<file path="src/rtl/mips_muldiv_unit.sv">
// Iterative radix-2 multiply / restoring divide unit with HI/LO registers.
// Define MULDIV_EARLY_TERM_EN to let multiplies finish once the multiplier runs out of set bits.
module mips_muldiv_unit #(
  parameter int WIDTH = 32,
  parameter int CNT_W = $clog2(WIDTH) + 1
) (
  input  logic             clk,
  input  logic             reset,
  input  logic             clk_enable,
  input  logic             start,
  input  logic [2:0]       op,
  input  logic [WIDTH-1:0] op_a,
  input  logic [WIDTH-1:0] op_b,
  output logic             busy,
  output logic             done,
  output logic             div_by_zero,
  output logic [WIDTH-1:0] hi,
  output logic [WIDTH-1:0] lo
);

  typedef enum logic [1:0] {IDLE, MUL, DIV, FIN} state_t;

  localparam logic [CNT_W-1:0] LAST = CNT_W'(WIDTH - 1);

  state_t             state_q, state_d;
  logic [CNT_W-1:0]   cnt_q, cnt_d;
  logic [2*WIDTH-1:0] acc_q, acc_d;
  logic [2*WIDTH-1:0] opb_q, opb_d;
  logic [WIDTH-1:0]   mplier_q, mplier_d;
  logic               sign_a_q, sign_a_d;
  logic               sign_b_q, sign_b_d;
  logic               is_div_q, is_div_d;
  logic               done_q, done_d;
  logic               dbz_q, dbz_d;
  logic [WIDTH-1:0]   hi_q, hi_d;
  logic [WIDTH-1:0]   lo_q, lo_d;

  logic               accept;
  logic               signed_op;
  logic               in_sign_a, in_sign_b;
  logic [WIDTH-1:0]   abs_a, abs_b;
  logic [WIDTH-1:0]   mplier_shr;
  logic               mul_last;
  logic [WIDTH:0]     div_top, div_diff;
  logic [WIDTH-1:0]   rem, quo;
  logic [2*WIDTH-1:0] prod;

  assign accept     = start && (state_q == IDLE);
  assign signed_op  = ~op[0];
  assign in_sign_a  = signed_op & op_a[WIDTH-1];
  assign in_sign_b  = signed_op & op_b[WIDTH-1];
  assign abs_a      = in_sign_a ? -op_a : op_a;
  assign abs_b      = in_sign_b ? -op_b : op_b;
  assign mplier_shr = mplier_q >> 1;
  assign div_top    = acc_q[2*WIDTH-1:WIDTH-1];
  assign div_diff   = div_top - {1'b0, opb_q[WIDTH-1:0]};
  assign rem        = acc_q[2*WIDTH-1:WIDTH];
  assign quo        = acc_q[WIDTH-1:0];
  assign prod       = (sign_a_q ^ sign_b_q) ? -acc_q : acc_q;

`ifdef MULDIV_EARLY_TERM_EN
  assign mul_last = (mplier_shr == '0) || (cnt_q == LAST);
`else
  assign mul_last = (cnt_q == LAST);
`endif

  always_ff @(posedge clk) begin
    if (reset) begin
      state_q <= IDLE;
    end else if (clk_enable) begin
      state_q <= state_d;
    end
  end

  always_comb begin
    state_d = state_q;
    case (state_q)
      IDLE: begin
        if (accept && (op == 3'd0 || op == 3'd1)) state_d = MUL;
        else if (accept && (op == 3'd2 || op == 3'd3)) state_d = DIV;
      end
      MUL:     if (mul_last) state_d = FIN;
      DIV:     if (cnt_q == LAST) state_d = FIN;
      default: state_d = IDLE;
    endcase
  end

  always_comb begin
    busy        = (state_q != IDLE);
    done        = done_q;
    div_by_zero = dbz_q;
    hi          = hi_q;
    lo          = lo_q;
  end

  always_comb begin
    cnt_d    = cnt_q;
    acc_d    = acc_q;
    opb_d    = opb_q;
    mplier_d = mplier_q;
    sign_a_d = sign_a_q;
    sign_b_d = sign_b_q;
    is_div_d = is_div_q;
    done_d   = 1'b0;
    dbz_d    = dbz_q;
    hi_d     = hi_q;
    lo_d     = lo_q;
    case (state_q)
      IDLE: begin
        if (accept) begin
          case (op)
            3'd0, 3'd1, 3'd2, 3'd3: begin
              cnt_d    = '0;
              sign_a_d = in_sign_a;
              sign_b_d = in_sign_b;
              is_div_d = op[1];
              mplier_d = abs_b;
              // Multiply accumulates into a zeroed product; divide seeds {rem, quo} with the dividend.
              acc_d    = op[1] ? {{WIDTH{1'b0}}, abs_a} : '0;
              opb_d    = op[1] ? {{WIDTH{1'b0}}, abs_b} : {{WIDTH{1'b0}}, abs_a};
            end
            3'd4:    hi_d = op_a;
            3'd5:    lo_d = op_a;
            default: ;
          endcase
        end
      end
      MUL: begin
        if (mplier_q[0]) acc_d = acc_q + opb_q;
        opb_d    = opb_q << 1;
        mplier_d = mplier_shr;
        cnt_d    = cnt_q + CNT_W'(1);
      end
      DIV: begin
        if (!div_diff[WIDTH]) acc_d = {div_diff[WIDTH-1:0], acc_q[WIDTH-2:0], 1'b1};
        else                  acc_d = {acc_q[2*WIDTH-2:0], 1'b0};
        cnt_d = cnt_q + CNT_W'(1);
      end
      default: begin
        done_d = 1'b1;
        cnt_d  = '0;
        if (is_div_q) begin
          // A zero divisor leaves the magnitude of the dividend as remainder; re-sign it to recover raw op_a.
          if (opb_q[WIDTH-1:0] == '0) begin
            lo_d  = '1;
            hi_d  = sign_a_q ? -rem : rem;
            dbz_d = 1'b1;
          end else begin
            lo_d  = (sign_a_q ^ sign_b_q) ? -quo : quo;
            hi_d  = sign_a_q ? -rem : rem;
            dbz_d = 1'b0;
          end
        end else begin
          {hi_d, lo_d} = prod;
        end
      end
    endcase
  end

  always_ff @(posedge clk) begin
    if (reset) begin
      cnt_q    <= '0;
      acc_q    <= '0;
      opb_q    <= '0;
      mplier_q <= '0;
      sign_a_q <= 1'b0;
      sign_b_q <= 1'b0;
      is_div_q <= 1'b0;
      done_q   <= 1'b0;
      dbz_q    <= 1'b0;
      hi_q     <= '0;
      lo_q     <= '0;
    end else if (clk_enable) begin
      cnt_q    <= cnt_d;
      acc_q    <= acc_d;
      opb_q    <= opb_d;
      mplier_q <= mplier_d;
      sign_a_q <= sign_a_d;
      sign_b_q <= sign_b_d;
      is_div_q <= is_div_d;
      done_q   <= done_d;
      dbz_q    <= dbz_d;
      hi_q     <= hi_d;
      lo_q     <= lo_d;
    end
  end

endmodule

</file>
<file path="config.mk">
export PLATFORM = sky130hd
export DESIGN_NAME = mips_muldiv_unit
export DESIGN_NICKNAME = d
export VERILOG_FILES = /design/src/rtl/mips_muldiv_unit.sv
export SDC_FILE = /design/constraint.sdc
export NUM_CORES = 1
export LEC_CHECK = 0
export ABC_AREA = 0
export BUFFER_PORTS_ARGS = -buffer_cell sky130_fd_sc_hd__buf_2
export CAP_MARGIN = 40
export CORE_MARGIN = 1.5
export CORE_UTILIZATION = 40
export CTS_CLUSTER_DIAMETER = 40
export DETAILED_ROUTE_END_ITERATION = 16
export PLACE_DENSITY = 0.6
export SLEW_MARGIN = 10
export SYNTH_ARGS = -nofsm -noshare
export SYNTH_HDL_FRONTEND = slang
export SYNTH_SLANG_ARGS = --single-unit
</file>
<file path="constraint.sdc">
create_clock -name clk -period 5.1 [get_ports clk]
set_input_delay 0.765 -clock clk [delete_from_list [all_inputs] [get_ports clk]]
set_output_delay 0.765 -clock clk [all_outputs]
set_load 0.02 [all_outputs]
</file>
==> flow_summary_export.csv <==
group,metric,value,unit
critical_path,worstSetupEndpointType,"flop",
critical_path,crit_path_max_incr_delay,0.63,ns
placement,dp.final_hpwl,64800,um
global_routing,grt_pass1_vias,19900,
timing,post-route-period-util,83.1,%
clock_network,cts_hold_buf,0,
timing,skew,0.0309,ns
placement,io_buffers,137,
clock_network,numCtsBuffers,49,
worst_hold_path,hold_path.class,"reg2reg",
critical_path,path_max_fanout,24,
clock_network,cts.htree.levels,2,
route,remaining_drc_errors,0,
route,detail_route.wl_per_cell,24.1,um
cells_and_area,nFillCells,4887,
timing,finalSetupTns,0,ns
yosys,syn_area,19500,um^2
outcome,status,"complete, no violations",
yosys,async_flop_share,0,%
power,power_density,309,nW/um^2
route,totalWireLength,83300,um
die,die_w,224,um
route,via_per_inst,6.21,
critical_path,worstPathCellList,"inv_1, fa_1, nor2b_1, o2111ai_1, a211oi_1, or3_1, o2111ai_1, a41o_1, nor2_4, buf_4, o21ai_0, a21oi_1, o31ai_1",
power,ir_drop,0.251,mV
die,ios,138,
die,coreArea,47900,um^2
route,antenna_left,0,
timing,slew-limit-headroom,38.7,%
cells_and_area,layout_common_cells,"369 x nand2_1, 315 x a21oi_1, 237 x dfxtp_1",
yosys,syn_inst,2729,
power,clockPowerShare,48.0,%
timing,rsz0062_at_grt,"no",
yosys,yosysSeqAreaShare,24.4,%
clock_network,cts_resized,0,
route,drtIter0Drc,2332,
global_routing,antenna_found_initial,2,
timing,fin_crit,4.24,ns
clock_network,cts.sinks,237,
global_routing,grt_max_degree,80,
critical_path,crit_top_cell,"o2111ai_1",
cells_and_area,ff_latch_area,4740,um^2
critical_path,startpoint,"acc_q[32]",
global_routing,grt_overflow,0,
power,p_comb_share,22.5,%
cells_and_area,drive_above_1_share,11.7,%
cells_and_area,final_common_cell,"nand2_1",
clock_network,clk_pin_slew,0.05,ns
timing,maxSlewViolCount,0,
yosys,ys_seq_elements,237,
clock_network,cts_root_buf,"clkbuf_16",
die,initial_utilization,40.6,%
die,placementRows,80,
global_routing,grt_first_pass_wirelength,124000,um
critical_path,required,5.54,ns
clock_network,clkLatencyLatePin,0.61,ns
timing,finalHoldViolCount,0,
clock_network,cts_setup_buffers,0,
placement,place_congestion,0.982,
critical_path,cp_slowest_cell,"nor2_4",
critical_path,critPathArrivalTime,4.68,ns
power,p_int,4.60,mW
power,swShare,33.7,%
yosys,ys_warn_count,0,
yosys,ys_types,86,
yosys,ys.flop_type,"dfxtp_1",
yosys,synth.net_count,2906,
cells_and_area,multi_input_area,13700,um^2
power,p_switching,2.33,mW
die,die_area,50000,um^2
global_routing,grt_usage,32.5,%
flow_run,maxCapViolCount,0,
yosys,yosysTopAreaCell,"dfxtp_1",
clock_network,clockBufferDepth,3,
timing,fmax,0.236,GHz
placement,placed_area,20800,um^2
timing,tightest_slew,0.915,ns
worst_hold_path,hold_start,"mplier_q[3]",
cells_and_area,synthToLayoutAreaGrowth,15.3,%
critical_path,critical_path_class,"reg2reg",
cells_and_area,nets,2976,
route,drtPass1Iterations,6,
yosys,syn_avg_cell_area,7.14,um^2
yosys,netlist.area_leader.share,24.4,%
power,seqPwrFrac,29.6,%
cells_and_area,stdcell_area,22500,um^2
critical_path,start_kind,"flop",
power,leakage,9.22,nW
timing,finalSetupViolations,0,
route,num_vias,21500,
die,dieHeight,224,um
power,totalPowerFinal,6.93,mW
yosys,yosys-top-cells-area,"dfxtp_1 24%, a21oi_1 8.1%, nand2_1 7.1%",
clock_network,cts_tree,"built",
critical_path,reg2reg_from,"acc_q[32]",
yosys,synth-edff-count,0,
## worst paths after layout
kind                       to  slack (ns)  cells past startpoint
setup / recovery    acc_q[60]        0.86                     13
hold / removal    mplier_q[3]        0.45                      2
setup reg to reg    acc_q[60]        0.86                     13
hold reg to reg   mplier_q[3]        0.45                      2
## kinds of logic (layout without fill, tap and decap cells)
group / Yosys count / count (layout) / synth area share [%]
buf+inv: 274 / 383 / 5.46
xor+xnor: 207 / 207 / 9.31
simple gates: 960 / 960 / 23.0
flops: 237 / 237 / 24.4
compound gates: 913 / 913 / 29.3
mux: 32 / 32 / 1.70
fa+ha+maj: 106 / 106 / 6.89
other cells: 0 / 1 / 0
## metal layers
layer	GRT usage, %	wire length (um)	up-vias
met5	0	13	-
met4	12.8	3300	2
met3	7.50	8170	153
met2	47.4	34700	1085
met1	45.9	37100	10200
li1	-	-	10000
## sequential cells by signal, indices dropped and copies added (netlist names)
signal / count
acc_q: 64
cnt_q: 6
div_by_zero: 1
done: 1
hi: 32
is_div_q: 1
lo: 32
mplier_q: 32
opb_q: 64
sign_a_q: 1
sign_b_q: 1
state_q: 2
## synth_stat cells (22+ instances only)
cell      number
nand2_1      370
a21oi_1      315
dfxtp_1      237
nor2_1       213
o21ai_0      189
clkbuf_1     153
xnor2_1      131
ha_1         104
inv_1         96
nand3_1       78
xor2_1        76
nor3_1        71
a21o_1        61
o211ai_1      47
a31oi_1       44
a211oi_1      37
a221oi_1      36
and3_1        34
nand2b_1      33
or3_1         29
nor4_1        25
mux2i_1       23
o31ai_1       22
## critical path, delay by kind of cell (launching register included)
family / cells / cell delay, ns
buffers and inverters: 2 / 0.50
AND/OR/NAND/NOR: 3 / 1.07
flip-flops: 1 / 0.58
adder cells (fa/ha/maj): 1 / 0.48
AO/OA/AOI/OAI: 7 / 1.44
## power by group through the flow
stage	Sequential [mW]	Combinational [mW]	Clock, mW
after global routing	2.05	1.67	3.44
after detailed placement	2.08	1.51	0
final	2.05	1.56	3.33
after CTS	2.04	1.52	3.36
after global placement	2.08	1.50	0
after floorplan	2.07	0.983	0
## per-stage QoR
stage                     hold WS [ns]  std cells  utilization [%]  setup slack (ns)
after detailed placement         0.445       3363             43.3              1.02
after global placement           0.437       3352             43.0              1.18
final                            0.448       3454             46.9             0.861
after global routing             0.467       3453             46.9             0.708
after floorplan                  0.427       2729                -              1.90
after CTS                        0.450       3453             46.9             0.974
## area by class of cell
type / count / share of cell area [%]
Sequential cell: 237 / 21.1
Inverter: 97 / 1.62
Clock inverter: 30 / 1.76
Timing Repair Buffer: 196 / 5.27
Tap cell: 615 / 3.42
Clock buffer: 60 / 5.82
Multi-Input combinational cell: 2218 / 61.0
Antenna cell: 1 / 0.0111
Power figures use the tool's default switching activity.
